$ cat src/rtl/mem_controller_pkg.sv
// Shared load/store size encodings and IO region bit positions for mem_controller.
package mem_controller_pkg;

  localparam logic [1:0] LS_SIZE_BYTE = 2'd0;
  localparam logic [1:0] LS_SIZE_HALF = 2'd1;
  localparam logic [1:0] LS_SIZE_WORD = 2'd2;
  localparam int unsigned LS_SIZE_UNSIGNED_BIT = 2;

  localparam int unsigned IO_REGION_HI_BIT = 17;
  localparam int unsigned IO_REGION_LO_BIT = 16;

  // Index of the final byte of an access; the reserved size 3 behaves as a word.
  function automatic logic [1:0] ls_last_byte(input logic [1:0] size);
    case (size)
      LS_SIZE_BYTE: return 2'd0;
      LS_SIZE_HALF: return 2'd1;
      default:      return 2'd3;
    endcase
  endfunction

endpackage

$ cat src/rtl/mem_controller_load_extender.sv
// load_extender: sign- or zero-extends an assembled little-endian load to 32 bits.
module load_extender
  import mem_controller_pkg::*;
(
  input  logic [31:0] i_raw,
  input  logic [2:0]  i_size,
  output logic [31:0] o_res
);

  logic w_signed;
  assign w_signed = ~i_size[LS_SIZE_UNSIGNED_BIT];

  always_comb begin
    o_res = i_raw;
    case (i_size[1:0])
      LS_SIZE_BYTE: o_res = {{24{w_signed & i_raw[7]}}, i_raw[7:0]};
      LS_SIZE_HALF: o_res = {{16{w_signed & i_raw[15]}}, i_raw[15:0]};
      default:      o_res = i_raw;
    endcase
  end

endmodule

$ cat src/rtl/mem_controller.sv
// mem_controller: serialises one sized load/store into byte accesses on the 8-bit RAM/IO bus.
// Define IO_WRITE_STALL_EN to hold IO-region stores while the UART TX buffer is full.
module mem_controller
  import mem_controller_pkg::*;
#(
  parameter int unsigned ADDR_WIDTH = 32,
  parameter logic [1:0]  IO_BASE_HI = 2'b11
) (
  input  logic                  clk_in,
  input  logic                  rst_in,
  input  logic                  rdy_in,
  input  logic                  cache_valid,
  input  logic                  cache_wr,
  input  logic [2:0]            cache_size,
  input  logic [ADDR_WIDTH-1:0] cache_addr,
  input  logic [31:0]           cache_value,
  output logic                  cache_ready,
  output logic [31:0]           cache_res,
  input  logic [7:0]            mem_din,
  output logic [7:0]            mem_dout,
  output logic [ADDR_WIDTH-1:0] mem_a,
  output logic                  mem_wr,
  input  logic                  io_buffer_full
);

  typedef enum logic [1:0] {StIdle, StRead, StWrite, StDone} state_e;

  state_e                r_state, w_state;
  logic [2:0]            r_size, w_size;
  logic [ADDR_WIDTH-1:0] r_addr, w_addr, r_mem_a, w_mem_a;
  logic [31:0]           r_value, w_value, r_raw, w_raw, r_res, w_res;
  logic [1:0]            r_last, w_last, r_cnt, w_cnt, r_rd_idx, w_rd_idx;
  logic                  r_iss, w_iss, r_rd_vld, w_rd_vld, r_ready, w_ready;
  logic                  r_mem_wr, w_mem_wr, r_rdy_q;
  logic [7:0]            r_mem_dout, w_mem_dout;
  logic [1:0]            w_cnt_inc;
  logic [31:0]           w_val_next, w_raw_cap, w_ext;
  logic                  w_accept_blk, w_wr_stall;

`ifdef IO_WRITE_STALL_EN
  assign w_accept_blk = cache_wr && io_buffer_full &&
                        (cache_addr[IO_REGION_HI_BIT:IO_REGION_LO_BIT] == IO_BASE_HI);
  assign w_wr_stall   = io_buffer_full && (r_state == StWrite) &&
                        (r_addr[IO_REGION_HI_BIT:IO_REGION_LO_BIT] == IO_BASE_HI);
`else
  logic w_unused_io;
  assign w_unused_io  = io_buffer_full;
  assign w_accept_blk = 1'b0;
  assign w_wr_stall   = 1'b0;
`endif

  assign w_cnt_inc  = r_cnt + 2'd1;
  assign w_val_next = r_value >> {w_cnt_inc, 3'b000};

  always_comb begin
    w_raw_cap = r_raw;
    unique case (r_rd_idx)
      2'd0: w_raw_cap[7:0]   = mem_din;
      2'd1: w_raw_cap[15:8]  = mem_din;
      2'd2: w_raw_cap[23:16] = mem_din;
      2'd3: w_raw_cap[31:24] = mem_din;
    endcase
  end

  load_extender u_load_extender (
    .i_raw  (w_raw_cap),
    .i_size (r_size),
    .o_res  (w_ext)
  );

  always_comb begin
    w_state    = r_state;
    w_size     = r_size;
    w_addr     = r_addr;
    w_value    = r_value;
    w_last     = r_last;
    w_cnt      = r_cnt;
    w_iss      = r_iss;
    w_rd_vld   = r_rd_vld;
    w_rd_idx   = r_rd_idx;
    w_raw      = r_raw;
    w_ready    = r_ready;
    w_res      = r_res;
    w_mem_a    = r_mem_a;
    w_mem_dout = r_mem_dout;
    w_mem_wr   = r_mem_wr;
    if (!rdy_in) begin
      // The completion pulse still retires so cache_ready never stretches across a pause.
      if (r_state == StDone) begin
        w_state = StIdle;
        w_ready = 1'b0;
      end
    end else begin
      unique case (r_state)
        StIdle: begin
          if (cache_valid && !r_ready && !w_accept_blk) begin
            w_size   = cache_size;
            w_addr   = cache_addr;
            w_value  = cache_value;
            w_last   = ls_last_byte(cache_size[1:0]);
            w_cnt    = 2'd0;
            w_mem_a  = cache_addr;
            w_raw    = 32'd0;
            w_rd_vld = 1'b0;
            if (cache_wr) begin
              w_state    = StWrite;
              w_mem_wr   = 1'b1;
              w_mem_dout = cache_value[7:0];
            end else begin
              w_state = StRead;
              w_iss   = 1'b1;
            end
          end
        end
        StWrite: begin
          if (!w_wr_stall) begin
            if (r_cnt == r_last) begin
              w_mem_wr = 1'b0;
              w_state  = StDone;
              w_ready  = 1'b1;
              w_res    = 32'd0;
            end else begin
              w_cnt      = w_cnt_inc;
              w_mem_a    = r_addr + ADDR_WIDTH'(w_cnt_inc);
              w_mem_dout = w_val_next[7:0];
            end
          end
        end
        StRead: begin
          if (!r_rdy_q) begin
            // Resume bubble: this cycle's mem_din is stale, so refetch any byte still in flight.
            if (r_rd_vld) begin
              w_cnt    = r_rd_idx;
              w_mem_a  = r_addr + ADDR_WIDTH'(r_rd_idx);
              w_iss    = 1'b1;
              w_rd_vld = 1'b0;
            end
          end else begin
            w_rd_vld = r_iss;
            w_rd_idx = r_cnt;
            if (r_iss) begin
              if (r_cnt == r_last) begin
                w_iss = 1'b0;
              end else begin
                w_cnt   = w_cnt_inc;
                w_mem_a = r_addr + ADDR_WIDTH'(w_cnt_inc);
              end
            end
            if (r_rd_vld) begin
              w_raw = w_raw_cap;
              if (r_rd_idx == r_last) begin
                w_state = StDone;
                w_ready = 1'b1;
                w_res   = w_ext;
              end
            end
          end
        end
        StDone: begin
          w_state = StIdle;
          w_ready = 1'b0;
        end
      endcase
    end
  end

  always_ff @(posedge clk_in or posedge rst_in) begin
    if (rst_in) begin
      r_state    <= StIdle;
      r_size     <= 3'd0;
      r_addr     <= '0;
      r_value    <= 32'd0;
      r_last     <= 2'd0;
      r_cnt      <= 2'd0;
      r_iss      <= 1'b0;
      r_rd_vld   <= 1'b0;
      r_rd_idx   <= 2'd0;
      r_raw      <= 32'd0;
      r_ready    <= 1'b0;
      r_res      <= 32'd0;
      r_mem_a    <= '0;
      r_mem_dout <= 8'd0;
      r_mem_wr   <= 1'b0;
      r_rdy_q    <= 1'b1;
    end else begin
      r_state    <= w_state;
      r_size     <= w_size;
      r_addr     <= w_addr;
      r_value    <= w_value;
      r_last     <= w_last;
      r_cnt      <= w_cnt;
      r_iss      <= w_iss;
      r_rd_vld   <= w_rd_vld;
      r_rd_idx   <= w_rd_idx;
      r_raw      <= w_raw;
      r_ready    <= w_ready;
      r_res      <= w_res;
      r_mem_a    <= w_mem_a;
      r_mem_dout <= w_mem_dout;
      r_mem_wr   <= w_mem_wr;
      r_rdy_q    <= rdy_in;
    end
  end

  assign cache_ready = r_ready;
  assign cache_res   = r_res;
  assign mem_a       = r_mem_a;
  assign mem_dout    = r_mem_dout;
  assign mem_wr      = r_mem_wr & rdy_in & ~w_wr_stall;

endmodule

$ cat config.mk
export PLATFORM = sky130hd
export DESIGN_NAME = mem_controller
export DESIGN_NICKNAME = d
export VERILOG_FILES = /design/src/rtl/mem_controller_pkg.sv /design/src/rtl/mem_controller_load_extender.sv /design/src/rtl/mem_controller.sv
export SDC_FILE = /design/constraint.sdc
export NUM_CORES = 1
export LEC_CHECK = 0
export BUFFER_PORTS_ARGS = -buffer_cell sky130_fd_sc_hd__buf_4
export CAP_MARGIN = 40
export CELL_PAD_IN_SITES_DETAIL_PLACEMENT = 1
export CELL_PAD_IN_SITES_GLOBAL_PLACEMENT = 1
export CORE_MARGIN = 1
export CORE_UTILIZATION = 40
export DETAILED_ROUTE_END_ITERATION = 7
export PLACE_DENSITY_LB_ADDON = 0.1
export SLEW_MARGIN = 10
export SYNTH_ARGS = -nofsm -noshare
export SYNTH_HDL_FRONTEND = slang
export SYNTH_HIERARCHICAL = 1
export SYNTH_SLANG_ARGS = --single-unit
$ cat constraint.sdc
create_clock -name clk_in -period 5.2 [get_ports clk_in]
set_clock_uncertainty 0.05 [all_clocks]
set_input_delay 0.26 -clock clk_in [delete_from_list [all_inputs] [get_ports clk_in]]
set_output_delay 0.26 -clock clk_in [all_outputs]
set_load 0.01 [all_outputs]
== Yosys cells after proc, flatten, opt, wreduce, memory -nomap -nowiden ==
Index checks and enable logic that the tools add are counted.

* Flip-flop bits (word level): 184
* Input port bits: 81
* Output and inout port bits: 74
* Word-level logic and storage cells: 133

* Add/sub/neg operators: 3
* Equality and inequality tests: 25
* Shifts and indexed selects: 1
* Mux-type cells: 61
* Bitwise operators: 4
* Reductions and logical operators: 23

{| class="wikitable"
|+ Operators with widths
! kind !! number
|-
| two-way mux 32 bit || 12
|-
| one-hot mux 32 bit (2 select lines) || 3
|-
| one-hot mux 32 bit (3 select lines) || 1
|-
| adder 32 x 2 -> 32 bit || 2
|-
| two-way mux 8 bit || 7
|-
| right shift 32 x 5 -> 8 bit || 1
|-
| two-way mux 2 bit || 13
|-
| AND reduction 5 bit || 5
|-
| != test 3 bit (second input constant) || 7
|-
| AND reduction 6 bit || 3
|-
| two-way mux 1 bit || 17
|-
| != test 2 bit (second input constant) || 8
|-
| one-hot mux 8 bit (2 select lines) || 1
|-
| AND reduction 3 bit || 3
|-
| == test 2 x 1 -> 1 bit (second input constant) || 4
|-
| == test 2 bit (second input constant) || 4
|-
| zero test 2 bit || 4
|-
| one-hot mux 2 bit (4 select lines) || 1
|-
| nonzero test 2 bit || 4
|-
| one-hot mux 1 bit (2 select lines) || 3
|-
| one-hot mux 2 bit (3 select lines) || 1
|-
| nonzero test 3 bit || 2
|-
| == test 2 bit || 2
|-
| one-hot mux 2 bit (2 select lines) || 1
|-
| 6 further kinds || 8
|}

== Logic depth before layout (Yosys ltp) ==
Gate-level depths: netlist (run 1).

* Depth in word-level cells: 8
* Mapped depth: 12
* Depth with buffers taken out: 10

== Hierarchy ==
The synthesis (run 1) kept the hierarchy.

{| class="wikitable"
|+ By module, submodules not included
! module !! times used !! cells each !! area an instance (um2)
|-
| mem_controller || 1 || 1062 || 10183.5
|-
| load_extender || 1 || 67 || 355.3
|}

== Worst setup path after synthesis (run 1) ==
No wires, ideal clock.

* Path kind: register -> register
* From: register r_cnt[0]
* To: register r_mem_a[12] (netlist: mem_a[12])
* Setup time: 0.086 ns
* Arrival time: 2.984 ns
* Slack: 2.080 ns
* Stages on the path, launching flop included: 12
* Period minus slack after synthesis: 3.120 ns
* Cell sequence: dfrtp_1 -> buf_1 -> xor2_1 -> inv_1 -> fa_1 -> nand3b_4 -> or2_2 -> clkbuf_1 -> or3_1 -> a31oi_1 -> a211oi_1 -> nor3_1

* Cells in the longest elaborated chain, start to end: 6
* Elaborated cells on any way between the ends: 7
* Classes of those cells: add/sub (2); eq/ne (1); mux (4)

{| class="wikitable"
|+ RTL lines
! item !! line !! RTL
|-
| from (decl) || mem_controller.sv:32 || <nowiki>logic [1:0] r_last, w_last, r_cnt, w_cnt, r_rd_idx, w_rd_idx;</nowiki>
|-
| from (signal assigned) || mem_controller.sv:191 || <nowiki>r_cnt <= w_cnt;</nowiki>
|-
| adder 2 x 1 -> 2 bit || mem_controller.sv:52 || <nowiki>assign w_cnt_inc = r_cnt + 2'd1;</nowiki>
|-
| adder 32 x 2 -> 32 bit || mem_controller.sv:124, mem_controller.sv:146 ||
|-
| two-way mux 32 bit * || mem_controller.sv:117, mem_controller.sv:142 ||
|-
| two-way mux 32 bit || mem_controller.sv:141 || <nowiki>if (r_iss) begin</nowiki>
|-
| two-way mux 32 bit || mem_controller.sv:130 || <nowiki>if (!r_rdy_q) begin</nowiki>
|-
| one-hot mux 32 bit (3 select lines) * || mem_controller.sv:94 || <nowiki>unique case (r_state)</nowiki>
|-
| to (signal assigned) || mem_controller.sv:198 || <nowiki>r_mem_a <= w_mem_a;</nowiki>
|-
| to (decl) || mem_controller.sv:30 || <nowiki>logic [ADDR_WIDTH-1:0] r_addr, w_addr, r_mem_a, w_mem_a;</nowiki>
|}

Mark *: on every way between the ends. The rest lies on a longest branch, timed or not. The select of a mux whose other input is x is not followed.
A chain may end at the register's enable or synchronous reset.

== Worst setup path in the final report (run 1) ==
* From: register r_cnt[1]
* To: register r_mem_a[12] (netlist: mem_a[12])

Same word-level chain as after synthesis.

==> results of run 1 <==
[registers in the layout, indices dropped and copies added (netlist names)]
register	flops
r_last	2
mem_dout	8
r_cnt	2
r_rdy_q	1
r_addr	32
mem_a	32
r_rd_idx	2
r_raw	32
cache_res	32
r_value	32
r_state	2
r_rd_vld	1
r_size	3
cache_ready	1
r_mem_wr	1
r_iss	1
[worst min path at each step]
stage	from	end
floorplan	rdy_in	r_rdy_q
global placement	rdy_in	r_rdy_q
detailed placement	rdy_in	r_rdy_q
CTS	cache_value[6]	r_value[6]
global route	cache_value[25]	r_value[25]
finish	cache_value[25]	r_value[25]
[layer usage]
metal  share of wire [%]  global-route usage [%]  vias to the layer above
li1                    -                       -                     4169
met1                  47                    32.3                     4490
met2                  48                    38.8                      160
met3                 3.4                    3.48                       31
met4                 1.5                    5.77                        0
met5                   0                       0                        -
[metrics by stage]
step	total power (W)	cells	utilization, %	setup WS [ps]
4_1_cts	0.00728	1597	49.1	1760
6_report	0.00722	1597	49.1	1790
3_3_place_gp	0.00579	1522	45.1	1830
5_1_grt	0.00775	1597	49.1	1570
3_5_place_dp	0.00591	1524	45.2	1800
2_1_floorplan	0.00481	1129	-	2080
[layout make-up]
class	count	area [um^2]
flip-flops and latches	184	4610
clock buffers	17	425
multi-input cells	826	5400
inverters	13	52.6
fillers	2958	13200
clock inverters	14	161
repair buffers	208	1690
well taps	335	419
[what timing repair did]
item                                    4_1_cts  5_1_grt
hold buffers                                 42        0
setup buffers                                 0        0
resized for setup                             0        0
endpoints found under the setup margin        0        0
hold endpoints to repair                     71        0
[worst register-to-register path: cells and delay by family (launching register included)]
family | cells | cell delay (ps)
buf+inv | 1 | 90
compound gates | 2 | 240
flops | 1 | 870
simple gates | 4 | 1370
xor+xnor | 1 | 240
fa+ha+maj | 1 | 450
[cells in the final DEF (no fill, tap or decap), types with 9 or more instances in the layout]
cell and n:
mux2i_1 13, clkbuf_16 17, nor2_1 34, o21ai_0 142
buf_4 163, a211oi_1 13, nand2_1 214, xor2_1 24
a21o_1 12, inv_1 12, dfrtp_1 183, xnor2_1 35
mux2_2 103, or3_1 17, nand3_1 43, a21oi_1 25
a31oi_1 9, nor3_1 24, dlygate4sd3_1 42, nand4_1 26
[report_power, final]
part | leakage (nW) | switching (W) | total, W | internal [W]
Combinational | 2.95 | 0.00178 | 0.00322 | 0.00144
Sequential | 2.37 | 0.000690 | 0.00269 | 0.00200
Clock | 0.282 | 0.000667 | 0.00131 | 0.000644
Total | 5.60 | 0.00314 | 0.00722 | 0.00408
[logic make-up after synthesis]
kind of cell | synth area share (%)
AOI/OAI and AO/OA | 12.2
and+or+nand+nor | 18.4
muxes | 14.1
xor gates and xnor gates | 5.06
DFF | 43.7
adders and majority gates | 1.33
buffers and inverters | 5.26
==> flow_summary.ini, run 1 <==
[outcome]
outcome = completed

[clock_network]
htreeDepth = 4
clkSinkCount = 184
insertion_delay_ps = 440
cts_max_path_buffers = 2
cts_inserted_buffers = 17
cts_root_buf = clkbuf_16
path_clk_slew_ps = 70
cts_tree = built

[final_layout]
fin_nets = 1341
area_growth_pct = 21.1
layout-drive-gt1-share_pct = 26.6
fin_area_um2 = 12800
antennaDiodeCount = 0

[sta]
finalSetupViolCount = 0
period_needed_ps = 3410
maxSlewHeadroom_pct = 39.1
whs_ps = 16.2
fin_crit_sh_pct = 65.6
rsz0062_at_grt = false
fmax_ghz = 0.293
hold_violations = 0
fin_setup_tns_ps = 0
worst_pin_slew_ps = 895
slew_violations = 0

[floorplanning]
dieWidth_um = 164
rows = 59
core_area_um2 = 26000
fp.dieH_um = 164
start_util_pct = 40.6
pin_count = 155
design.die.area_um2 = 27000

[routing]
ant_nets = 0
wirelength_um = 30700
wl_per_cell_um = 19.2
drc = 0
vias_per_cell = 5.54
drt_iter0_drc = 565
drtPass1Iterations = 4
vias = 8850

[setup_path]
crit_path_top_delay_cell = dfrtp_1
reg2reg_depth = 9
start_kind = flop
r2r-start = r_cnt[1]
rr_endpoint = mem_a[12]
r2r_slack_ps = 1790
cp-endpoint = mem_a[12]
critical_path.max_fanout = 14
path_cells = xor2_1 > inv_1 > fa_1 > nand3b_4 > or2_2 > or3_1 > a31oi_1 > a211oi_1 > nor3_1
end_kind = flop
critPathKind = reg -> reg
crit_family = simple AND/OR/NAND/NOR gates
cp-startpoint = r_cnt[1]
arrival_ps = 3710
max_stage_delay_ps = 870
critPathBufInv = 1
crit_cells = 9
cp_data_required_time_ps = 5500

[grt]
overflow = 0
track_usage_pct = 23.5
grt_pass1_wl_um = 49300
first_global_vias = 9018
antenna_found_initial = 1
grt_max_degree = 106

[worst_hold_path]
holdCritPathClass = in -> reg
min_path_cells = 2

[synthesis]
netlist_instances = 1129
netlist_top_cells_area = dfrtp_1 (43%), mux2_2 (11%), nand2_1 (7.7%)
syn-num-nets = 1220
ys.flop_type = dfrtp_1
ys_async_sr_fraction_pct = 100
synth_edf_count = 0
syn_area_um2 = 10500
synth.most_common_cell = nand2_1
synth_top_area_cell = dfrtp_1
synthTopCellsByCount = nand2_1 (215), dfrtp_1 (183), o21ai_0 (142)
ys_ff_latch = 184
synth.distinct_cells = 62
synth.top_cell.area_share_pct = 43.5
synth-seq-area-share_pct = 43.7
synth_area_per_cell_um2 = 9.33
ys_warn_count = 6

[place]
dpl.hpwl_um = 20200
gp_congestion = 0.861
port_buffers = 153
place_area_um2 = 11800

[job]
maxCapViolCount = 0

[power_and_ir_drop]
p_leak_nw = 5.60
peakVddDrop_uv = 301
p_per_area_nw_per_um2 = 566
Note: power is estimated with default switching activity, not from simulation.
==> inputs of run 2 (changes only) <==
==> constraint.sdc (replaced) <==
create_clock -name clk_in -period 3.1 [get_ports clk_in]
set_clock_uncertainty 0.05 [all_clocks]
set_input_delay 0.155 -clock clk_in [delete_from_list [all_inputs] [get_ports clk_in]]
set_output_delay 0.155 -clock clk_in [all_outputs]
set_load 0.01 [all_outputs]
==> run 2 against run 1 <==
  * Sequential power rose by 63%
  * Largest power group unchanged
  * Combinational power increased by 76%
  * Utilization rose by 1.5 points
  * Clock power is 68% higher
  * Die area did not move
  * Count of clock-buffer cells in the layout did not move
  * Non-clock buffer count rose by 46
  * Hold slack gained 100 ps
  * Largest cell class unchanged
  * Setup slack worse by 1500 ps
==> flow_summary.ini, run 2 (synthesized netlist as in run 1, its figures left out) <==
[outcome]
outcome = completed

[clock_network]
htreeDepth = 4
cts_resized = 0
path_clk_slew_ps = 80
clkSinkCount = 184
cts_root_buf = clkbuf_16
cts_inserted_buffers = 17
insertion_delay_ps = 440
cts_setup_buffers = 0
cts_tree = built
cts_max_path_buffers = 2
holdBufCountCts = 70

[grt]
grt_pass1_wl_um = 50100
met3_usage_pct = 3.74
first_global_vias = 9193
grt_max_degree = 109
antenna_found_initial = 0
grt.met1_usage_pct = 33.6
overflow = 0
track_usage_pct = 24.0
top_usage_layer = met2
grtUsageMet2_pct = 39.1

[final_layout]
layout_commonest_cell = nand2_1
layout.cells.most_common_list = nand2_1 (214), dfrtp_1 (183), buf_4 (182)
fin_nets = 1387
n_fill_cell = 2955
antennaDiodeCount = 0
multi_input_area_um2 = 5390
area_growth_pct = 24.9
regArea_um2 = 4610
layout-drive-gt1-share_pct = 27.0

[sta]
fin_setup_tns_ps = 0
slew_violations = 0
finalSetupViolCount = 0
fmax_ghz = 0.362
worst_pin_slew_ps = 812
finalWorstSetupSlack_ps = 338
period_needed_ps = 2760
rsz0062_at_grt = false
maxSlewHeadroom_pct = 45.7
fin_crit_sh_pct = 89.1
hold_violations = 0

[setup_path]
arrival_ps = 3060
critPathKind = reg -> reg
cp_data_required_time_ps = 3400
critical_path.max_fanout = 6
crit_family = simple AND/OR/NAND/NOR gates
crit_path_top_delay_cell = or2_2
max_stage_delay_ps = 420
start_kind = flop
path_cells = inv_1 > ha_1 > inv_1 > fa_1 > nand3b_4 > or2_2 > or3_1 > a31oi_1 > a211oi_1 > nor3_1
critPathBufInv = 2
crit_top_cell = inv_1
end_kind = flop

[worst_hold_path]
holdCritPathClass = in -> reg

[floorplanning]
dieWidth_um = 164
rows = 59
pin_count = 155
start_util_pct = 40.6
design.die.area_um2 = 27000
fp.dieH_um = 164
core_area_um2 = 26000

[place]
dpl_worst_slack_ps = 347
port_buffers = 153
gp_congestion = 0.834
dpl.hpwl_um = 20800

[power_and_ir_drop]
p_leak_nw = 5.81
peakVddDrop_uv = 516
p_per_area_nw_per_um2 = 932
power_w = 0.0123

[job]
maxCapViolCount = 0

[routing]
wl_per_cell_um = 18.9
ant_nets = 0
vias = 8941
drtPass1Iterations = 6
wirelength_um = 31100
vias_per_cell = 5.44
drt_iter0_drc = 445
drc = 0
[run 2: changes by cell type in the layout (fill, tap and decap cells not counted), moves of 2 or more]
cell	before	now
buf_4	163	182
buf_8	2	0
clkinv_4	4	6
clkinv_8	4	2
dlygate4sd3_1	42	70
[run 2: final cells by class]
type,instances,share of cell area (%)
timing repair buffer,254,16.0
clock buffer,17,3.23
multi-input combinational,826,41.0
sequential,184,35.0
tap,335,3.19
inverter,13,0.399
clock inverter,14,1.20
[run 2: final timing paths]
path,depth (start not counted),slack [ps],to,start
setup / recovery,10,340,mem_a[12],r_cnt[0]
hold / removal,4,120,cache_res[6],mem_din[6]
setup reg to reg,10,340,mem_a[12],r_cnt[0]
hold reg to reg,2,420,cache_res[24],cache_res[24]
max in group asynchronous,4,1790,mem_dout[4],rst_in
min in group asynchronous,3,250,mem_a[4],rst_in
[run 2: through the flow]
step	utilization, %	std cells	hold slack (ps)	area, um^2
CTS	50.6	1643	110	13200
detailed placement	45.7	1542	160	11900
finish	50.6	1643	120	13200
global route	50.6	1643	129	13200
floorplan	-	1129	109	10500
global placement	45.7	1542	159	11900
[run 2: power breakdown]
| part | leakage [nW] | internal [W] | switching [W] |
|---|---|---|---|
| clock network | 0.286 | 0.00108 | 0.00112 |
| logic | 3.16 | 0.00253 | 0.00315 |
| registers | 2.37 | 0.00336 | 0.00102 |
[run 2: tightest hold or removal path, stage by stage]
cell and delay [ps]:
buf_4 120, mux2_2 170, nand3_1 70, nand2_1 60
[run 2: per-layer routing]
layer,routed length [um],vias up
li1,-,4270
met1,15000,4477
met2,14800,174
met3,1110,20
met4,245,0
met5,0,-
